**src/rtl/alu_scheduler.sv**
```systemverilog
// Two-requester round-robin front end for the multi-cycle serial ALU.
// One operation in flight; results are returned on a valid/ready channel tagged with the requester id.
module alu_scheduler #(
  parameter int unsigned N   = 8,
  parameter int unsigned LAT = 8,
  parameter int unsigned SW  = 4
) (
  input  logic          clk,
  input  logic          rst,
  input  logic          req0_valid,
  output logic          req0_ready,
  input  logic [2:0]    req0_opcode,
  input  logic [N-1:0]  req0_a,
  input  logic [N-1:0]  req0_b,
  input  logic [SW-1:0] req0_shamt,
  input  logic          req1_valid,
  output logic          req1_ready,
  input  logic [2:0]    req1_opcode,
  input  logic [N-1:0]  req1_a,
  input  logic [N-1:0]  req1_b,
  input  logic [SW-1:0] req1_shamt,
  output logic          alu_inp,
  output logic [2:0]    alu_opcode,
  output logic [N-1:0]  alu_a,
  output logic [N-1:0]  alu_b,
  input  logic [N-1:0]  alu_y,
  input  logic [N-1:0]  alu_y_ext,
  input  logic          alu_ovf,
  output logic          rsp_valid,
  input  logic          rsp_ready,
  output logic          rsp_id,
  output logic [N-1:0]  rsp_y,
  output logic [N-1:0]  rsp_y_ext,
  output logic          rsp_ovf,
  output logic          busy
);

  localparam int unsigned KMAX = (LAT > N) ? LAT : N;
  localparam int unsigned CW   = $clog2(KMAX + 1);
  localparam logic [2:0] OP_SHL = 3'b101;
  localparam logic [2:0] OP_SHR = 3'b110;

  typedef enum logic [1:0] {IDLE, ISSUE, WAIT, DONE} state_t;

  state_t        state;
  logic          rr_ptr;
  logic          id_q;
  logic [SW-1:0] shamt_q;
  logic [CW-1:0] wait_cnt;
  logic [CW-1:0] k_val;

  logic          grant_any;
  logic          grant_id;
  logic [2:0]    sel_opcode;
  logic [N-1:0]  sel_a;
  logic [N-1:0]  sel_b;
  logic [SW-1:0] sel_shamt;
  logic          sel_shift;
  logic          q_shift;

  // Ready is gated by rst so no handshake can complete while reset is held.
  always_comb begin
    grant_any = 1'b0;
    grant_id  = 1'b0;
    if (state == IDLE && !rst) begin
      case ({req1_valid, req0_valid})
        2'b01:   begin grant_any = 1'b1; grant_id = 1'b0;   end
        2'b10:   begin grant_any = 1'b1; grant_id = 1'b1;   end
        2'b11:   begin grant_any = 1'b1; grant_id = rr_ptr; end
        default: begin grant_any = 1'b0; grant_id = 1'b0;   end
      endcase
    end
  end

  assign req0_ready = grant_any && !grant_id;
  assign req1_ready = grant_any &&  grant_id;

  assign sel_opcode = grant_id ? req1_opcode : req0_opcode;
  assign sel_a      = grant_id ? req1_a      : req0_a;
  assign sel_b      = grant_id ? req1_b      : req0_b;
  assign sel_shamt  = grant_id ? req1_shamt  : req0_shamt;
  assign sel_shift  = (sel_opcode == OP_SHL) || (sel_opcode == OP_SHR);
  assign q_shift    = (alu_opcode == OP_SHL) || (alu_opcode == OP_SHR);

  // Shifts take one cycle per bit position, saturating at the operand width.
  always_comb begin
    k_val = CW'(LAT);
    if (q_shift) begin
      k_val = (32'(shamt_q) > N) ? CW'(N) : CW'(shamt_q);
    end
  end

  always_ff @(posedge clk or posedge rst) begin
    if (rst) begin
      state      <= IDLE;
      rr_ptr     <= 1'b0;
      id_q       <= 1'b0;
      shamt_q    <= '0;
      wait_cnt   <= '0;
      alu_inp    <= 1'b0;
      alu_opcode <= '0;
      alu_a      <= '0;
      alu_b      <= '0;
      rsp_valid  <= 1'b0;
      rsp_id     <= 1'b0;
      rsp_y      <= '0;
      rsp_y_ext  <= '0;
      rsp_ovf    <= 1'b0;
      busy       <= 1'b0;
    end else begin
      case (state)
        IDLE: begin
          if (grant_any) begin
            alu_opcode <= sel_opcode;
            alu_a      <= sel_a;
            alu_b      <= sel_b;
            shamt_q    <= sel_shamt;
            id_q       <= grant_id;
            rr_ptr     <= ~grant_id;
            busy       <= 1'b1;
            if (sel_shift && sel_shamt == '0) begin
              state     <= DONE;
              rsp_valid <= 1'b1;
              rsp_id    <= grant_id;
              rsp_y     <= sel_a;
              rsp_y_ext <= '0;
              rsp_ovf   <= 1'b0;
            end else begin
              state   <= ISSUE;
              alu_inp <= 1'b1;
            end
          end
        end
        ISSUE: begin
          alu_inp  <= 1'b0;
          wait_cnt <= k_val;
          state    <= WAIT;
        end
        WAIT: begin
          wait_cnt <= wait_cnt - CW'(1);
          if (wait_cnt == CW'(1)) begin
            rsp_y     <= alu_y;
            rsp_y_ext <= alu_y_ext;
            rsp_ovf   <= alu_ovf;
            rsp_id    <= id_q;
            rsp_valid <= 1'b1;
            state     <= DONE;
          end
        end
        DONE: begin
          if (rsp_ready) begin
            rsp_valid <= 1'b0;
            busy      <= 1'b0;
            state     <= IDLE;
          end
        end
        default: begin
          state <= IDLE;
          busy  <= 1'b0;
        end
      endcase
    end
  end

endmodule

```
**config.mk**
```make
export PLATFORM = sky130hd
export DESIGN_NAME = alu_scheduler
export DESIGN_NICKNAME = d
export VERILOG_FILES = /design/src/rtl/alu_scheduler.sv
export SDC_FILE = /design/constraint.sdc
export NUM_CORES = 1
export LEC_CHECK = 0
export CORE_MARGIN = 2
export CORE_UTILIZATION = 40
export CTS_BUF_LIST = sky130_fd_sc_hd__clkbuf_4 sky130_fd_sc_hd__clkbuf_8
export DETAILED_ROUTE_END_ITERATION = 8
export GPL_TIMING_DRIVEN = 0
export PLACE_DENSITY_LB_ADDON = 0.05
export SYNTH_ARGS = -nofsm -noshare
export SYNTH_HDL_FRONTEND = slang
export SYNTH_SLANG_ARGS = --single-unit
```
**constraint.sdc**
```tcl
create_clock -name clk -period 2.4 [get_ports clk]
set_clock_uncertainty 0.05 [all_clocks]
set_input_delay 0.72 -clock clk [delete_from_list [all_inputs] [get_ports clk]]
set_output_delay 0.72 -clock clk [all_outputs]
set_load 0.03 [all_outputs]
```
==> results.py, run 1 <==
metrics = {
    "outcome": {
        "status": "finished with violations",
        "violations": "DRC",
    },
    "route": {
        "avgRoutedWirePerCell_microns": 15.2,
        "routed_wl_microns": 7230,
        "drtAntennaViolNets": 0,
        "vias_per_cell": 5.09,
        "drtIter0Drc": 118,
        "num_vias": 2413,
        "drt-pass1-iter-count": 6,
        "drc_errors": 3,
    },
    "clocking": {
        "cts.clk_slew.worst_paths_ns": 0.09,
        "clockRootBuffer": "clkbuf_8",
        "cts_hold_buf": 0,
        "cts_sinks": 52,
        "cts_buffers": 5,
        "clk-insertion-delay-late_ns": 0.31,
        "cts_tree": "built",
        "cts_buffer_depth": 2,
        "htree_levels": 2,
    },
    "grt": {
        "grt.overflow.total": 0,
        "grt_pass1_vias": 2386,
        "grt_max_degree": 38,
        "grt_pass1_wl_microns": 11800,
        "antenna_found_initial": 0,
        "track_usage_pct": 20.5,
    },
    "layout": {
        "layout.nets": 471,
        "postLayoutCoreUtil_pct": 64.5,
        "diodes": 0,
        "layout_commonest_cell": "clkdlybuf4s50_1",
        "layout_common_cells": "clkdlybuf4s50_1 (94), nand2_1 (64), dfrtp_1 (52)",
        "final_cells": 474,
        "area_growth_pct": 54.4,
        "final_layout_size_suffix_gt1_share_pct": 16.4,
        "fillCellCount": 529,
    },
    "yosys": {
        "synthArstFlopShare_pct": 100,
        "synth.avg_cell_area_sq_um": 9.90,
        "synth-edff-count": 0,
        "synthFlopType": "dfrtp_1",
        "synthCells": 271,
        "synth-seq-cells": 52,
        "ys_warn_count": 0,
        "synth.yosys.seq_area_share_pct": 48.5,
        "syn_area_sq_um": 2680,
        "syn_nets": 346,
        "synth_cell_type_count": 43,
    },
    "worst_setup_path": {
        "worstPathMaxFanout": 10,
        "cp.required_ns": 2.55,
        "worstPathArrival_ns": 2.51,
        "critical_path.startpoint_type": "primary input",
        "reg2reg_depth": 11,
        "cp-end-kind": "flip-flop",
        "critical_path_class": "primary input to flip-flop",
    },
    "place": {
        "port_buffers": 109,
        "post-place-ws_ns": -1.10,
        "routabilityCongestion": 0.766,
        "hpwl_microns": 5290,
        "dpl.cell_count": 458,
    },
    "floorplan": {
        "initial_utilization_pct": 41.8,
        "rows": 29,
        "fp.dieW_microns": 85.9,
        "coreArea_sq_um": 6420,
        "ios": 110,
        "dieArea_sq_um": 7380,
        "die_y_microns": 85.9,
    },
    "flow_run": {
        "maxCapViolCount": 0,
    },
    "sta": {
        "min_period_ns": 2.37,
        "worstMarginPinSlew_ns": 0.607,
        "finalMaxSlewViolations": 0,
        "setup_viol": 0,
        "hold_ws_ns": 0.423,
        "fmax_ghz": 0.423,
        "rsz0062_at_grt": "no",
        "setup_slack_ns": 0.0332,
        "slew_headroom_pct": 59.5,
        "period_share_pct": 98.6,
        "finalHoldViolations": 0,
    },
    "pwr": {
        "power.density_nw_per_um2": 1210,
        "p_leak_nw": 1.89,
        "peakVddDrop_mv": 0.623,
    },
    "worst_hold_path": {
        "min_path_type": "flip-flop to flip-flop",
        "whs_path_depth": 2,
    },
}
==> cell type report <==
type | count | area [sq um] | area share [%]
plain buffers | 13 | 72.6 | 1.75
clock buffers | 6 | 76.3 | 1.84
multi-input cells | 198 | 1340 | 32.2
flip-flops and latches | 52 | 1300 | 31.4
well taps | 77 | 96.3 | 2.33
repair buffers | 119 | 1190 | 28.8
inverters | 7 | 31.3 | 0.755
clock inverters | 2 | 35.0 | 0.846
==> through the flow <==
stage / power, W / TNS (ns) / instance area [sq um]
2_1_floorplan: 0.00323 / 0 / 2680
3_3_place_gp: 0.00427 / -62.86 / 3870
3_5_place_dp: 0.00431 / -20.30 / 3890
4_1_cts: 0.00504 / 0 / 4110
5_1_grt: 0.00536 / 0 / 4140
6_report: 0.00503 / 0 / 4140
==> cell families (layout without fill, tap and decap cells) <==
| logic type | Yosys count | after routing | share of synthesized area (%) |
|---|---|---|---|
| AO/OA/AOI/OAI | 60 | 60 | 13.2 |
| XOR/XNOR | 3 | 3 | 0.980 |
| adder cells (fa/ha/maj) | 7 | 7 | 3.26 |
| buffers and inverters | 21 | 147 | 3.73 |
| flip-flops | 52 | 52 | 48.5 |
| multiplexers | 35 | 35 | 14.4 |
| AND/OR/NAND/NOR | 93 | 93 | 16.0 |
==> power breakdown <==
part           total, W  switching, W  internal, W
combinational   0.00290       0.00159      0.00131
sequential      0.00151      0.000232      0.00128
clock          0.000613      0.000292     0.000321
total           0.00503       0.00211      0.00291
==> routing by layer <==
layer | global-route usage [%] | routed length (microns) | up-vias | part of all wire, %
li1 | - | - | 1186 | -
met3 | 6.26 | 515 | 9 | 7.1
met5 | 0 | 0 | - | 0
met2 | 32.8 | 3390 | 74 | 47
met4 | 7.07 | 136 | 0 | 1.9
met1 | 26.5 | 3180 | 1144 | 44
==> cells in the mapped netlist (all sizes together), types with 2 or more instances <==
| library cell | number | area [sq um] |
|---|---|---|
| nand3 | 2 | 10.0 |
| mux2i | 9 | 90.1 |
| ha | 7 | 87.6 |
| mux2 | 26 | 297 |
| a22oi | 3 | 22.5 |
| xor2 | 2 | 17.5 |
| o31ai | 4 | 30.0 |
| nor3 | 4 | 20.0 |
| a21oi | 9 | 45.0 |
| nand4b | 3 | 26.3 |
| a31oi | 4 | 25.0 |
| o21ai | 32 | 160 |
| buf | 7 | 47.5 |
| clkbuf | 7 | 26.3 |
| nor2b | 3 | 18.8 |
| nand2b | 4 | 25.0 |
| inv | 7 | 26.3 |
| nor2 | 7 | 28.8 |
| nand2 | 64 | 240 |
| dfrtp | 52 | 1300 |
==> path summary, 6_finish.rpt <==
kind	to	slack (ns)	from
min	alu_a[1]	0.42	alu_a[1]
max reg2reg	rsp_y[0]	0.08	state[1]
min reg2reg	alu_a[1]	0.42	alu_a[1]
max in group asynchronous	shamt_q[1]	1.28	rst
max	rsp_y[0]	0.03	req0_valid
min in group asynchronous	rsp_y[0]	0.49	rst
==> state kept, by name, summed over array words and instances (netlist names), 2 cells and up <==
name        count
alu_a           8
alu_b           8
rsp_y           8
rsp_y_ext       8
shamt_q         4
wait_cnt        4
alu_opcode      3
state           2
==> critical path: stages <==
cell and delay [ns]:
clkdlybuf4s15_2 0.21, nor2b_2 0.16, or3b_1 0.37, a32o_2 0.28, or2_1 0.22, buf_6 0.13
buf_8 0.13, mux2_4 0.29
==> repair_timing <==
item | in CTS | in global routing
setup endpoints to repair | 27 | 17
pin swaps | 9 | 6
gates resized for setup | 41 | 6
setup buffers | 8 | 1
Power figures use the tool's default switching activity.
==> inputs of run 2 (changes only) <==
--- a/config.mk
+++ b/config.mk
@@ -11,6 +11,7 @@
 export DETAILED_ROUTE_END_ITERATION = 8
 export GPL_TIMING_DRIVEN = 0
 export PLACE_DENSITY_LB_ADDON = 0.05
+export RECOVER_POWER = 25
 export SYNTH_ARGS = -nofsm -noshare
 export SYNTH_HDL_FRONTEND = slang
 export SYNTH_SLANG_ARGS = --single-unit
==> run 2 against run 1 <==
The run still ends with DRC left. Sequential power barely moved. First-iteration DRC count rose by 1.7%. Global-route usage unchanged. Total power decreased by 0.18%. Setup slack lost 0.0046 ns. Utilization shrank 0.23 points. Routed wire length down 0.86%. Clock power barely moved. Critical path type unchanged.
==> results.py, run 2 (same netlist as run 1, synthesis figures left out) <==
metrics = {
    "outcome": {
        "status": "finished with violations",
        "violations": "DRC",
    },
    "route": {
        "num_vias": 2403,
        "drc_errors": 3,
        "vias_per_cell": 5.07,
        "drtAntennaViolNets": 0,
        "drtIter0Drc": 120,
        "drt-pass1-iter-count": 6,
        "routed_wl_microns": 7170,
        "avgRoutedWirePerCell_microns": 15.1,
    },
    "floorplan": {
        "initial_utilization_pct": 41.8,
        "die_y_microns": 85.9,
        "fp.dieW_microns": 85.9,
        "ios": 110,
        "coreArea_sq_um": 6420,
        "rows": 29,
        "dieArea_sq_um": 7380,
    },
    "layout": {
        "layout.nets": 471,
        "layout_common_cells": "clkdlybuf4s50_1 (94), nand2_1 (64), dfrtp_1 (52)",
        "diodes": 0,
        "fillCellCount": 531,
        "layout_commonest_cell": "clkdlybuf4s50_1",
        "area_growth_pct": 53.8,
        "final_layout_size_suffix_gt1_share_pct": 16.1,
    },
    "sta": {
        "worstMarginPinSlew_ns": 0.930,
        "finalHoldViolations": 0,
        "setup_slack_ns": 0.0285,
        "setup_viol": 0,
        "finalMaxSlewViolations": 0,
        "rsz0062_at_grt": "no",
        "fmax_ghz": 0.422,
        "slew_headroom_pct": 38.0,
        "period_share_pct": 98.8,
        "finalSetupTns_ns": 0,
        "min_period_ns": 2.37,
    },
    "worst_setup_path": {
        "critPathBufInv": 3,
        "cp_cell_sequence": "clkdlybuf4s15_2 -> nor2b_2 -> or3b_1 -> a32o_2 -> or2_1 -> buf_6 -> buf_8 -> mux2_4",
        "worstPathArrival_ns": 2.52,
        "reg2reg_depth": 11,
        "cp_num_cells": 8,
        "cp_top_family": "simple AND/OR/NAND/NOR gates",
        "critPathMaxStageDelay_ns": 0.37,
        "critical_path.startpoint_type": "primary input",
        "cp-end-kind": "flip-flop",
        "critical_path_class": "primary input to flip-flop",
        "crit_slowest_cell": "or3b_1",
        "worstPathMaxFanout": 10,
        "cp.required_ns": 2.55,
    },
    "grt": {
        "grt_pass1_wl_microns": 11800,
        "use_met2_pct": 32.8,
        "grt_max_degree": 38,
        "grt_pass1_vias": 2386,
        "top_usage_layer": "met2",
        "antenna_found_initial": 0,
        "grt.overflow.total": 0,
        "track_usage_pct": 20.5,
        "grtUsageMet1_pct": 26.5,
        "met3_usage_pct": 6.26,
    },
    "clocking": {
        "cts_tree": "built",
        "clk-insertion-delay-late_ns": 0.31,
        "htree_levels": 2,
        "cts_buffers": 5,
        "clockRootBuffer": "clkbuf_8",
        "cts_buffer_depth": 2,
        "cts_sinks": 52,
        "cts_hold_buf": 0,
        "cts.clk_slew.worst_paths_ns": 0.09,
    },
    "worst_hold_path": {
        "min_path_type": "flip-flop to flip-flop",
        "whs_path_depth": 2,
    },
    "place": {
        "post-place-ws_ns": -1.10,
        "routabilityCongestion": 0.766,
        "port_buffers": 109,
        "hpwl_microns": 5290,
    },
    "pwr": {
        "peakVddDrop_mv": 0.622,
        "p_leak_nw": 1.88,
        "power.density_nw_per_um2": 1220,
    },
    "flow_run": {
        "maxCapViolCount": 0,
    },
}
## run 2: changes by cell type in the layout (fill, tap and decap cells not counted), sizes merged
cell / previous run / this run
buf: 19 / 18
clkbuf: 12 / 13
## run 2: final timing paths
| path | startpoint | endpoint | slack (ns) |
|---|---|---|---|
| max | req0_valid | rsp_y[0] | 0.03 |
| min | alu_a[1] | alu_a[1] | 0.42 |
| max reg2reg | state[1] | rsp_y[0] | 0.07 |
| min reg2reg | alu_a[1] | alu_a[1] | 0.42 |
| max in group asynchronous | rst | shamt_q[1] | 0.40 |
| min in group asynchronous | rst | rsp_y[0] | 0.58 |
## run 2: what timing repair did
item                       in CTS  in global routing
pin swaps                       9                  6
gates resized for setup        41                  6
setup endpoints to repair      27                 17
buffers inserted                8                  1
## run 2: worst reg2reg max path, cell delays in order, from the launching register on
cell and delay, ns:
dfrtp_1 0.39, inv_1 0.11, ha_4 0.20, and2b_4 0.18, nand3b_4 0.10, inv_6 0.05, buf_4 0.14, a32o_2 0.23
or2_1 0.22, buf_6 0.13, buf_8 0.13, mux2_4 0.29
## run 2: cell type report
cell class,instances,area (sq um),area share [%]
flip-flops and latches,52,1300,31.5
plain buffers,13,72.6,1.76
clock inverters,2,35.0,0.849
well taps,77,96.3,2.33
repair buffers,119,1180,28.6
inverters,7,31.3,0.758
multi-input cells,198,1340,32.4
clock buffers,6,76.3,1.85
## run 2: per-layer routing
| metal | wire length, microns | up-vias |
|---|---|---|
| li1 | - | 1185 |
| met1 | 3120 | 1132 |
| met2 | 3400 | 77 |
| met3 | 505 | 9 |
| met4 | 136 | 0 |
| met5 | 0 | - |
## run 2: where the power goes
part	switching [W]	leakage (nW)	total, W	internal, W
combinational	0.00159	1.18	0.00290	0.00131
sequential	0.000230	0.644	0.00151	0.00128
clock	0.000290	0.0586	0.000611	0.000321
total	0.00211	1.88	0.00502	0.00291
## run 2: metrics by stage
step	total power (W)	hold slack [ns]	instance area, sq um	instances	utilization, %
final	0.00502	0.422	4130	474	64.3
after global routing	0.00536	0.445	4130	474	64.3
after CTS	0.00504	0.428	4110	473	64.1
after detailed placement	0.00431	0.405	3890	458	60.6
after global placement	0.00427	0.400	3870	457	60.3
after floorplan	0.00323	0.397	2680	271	-
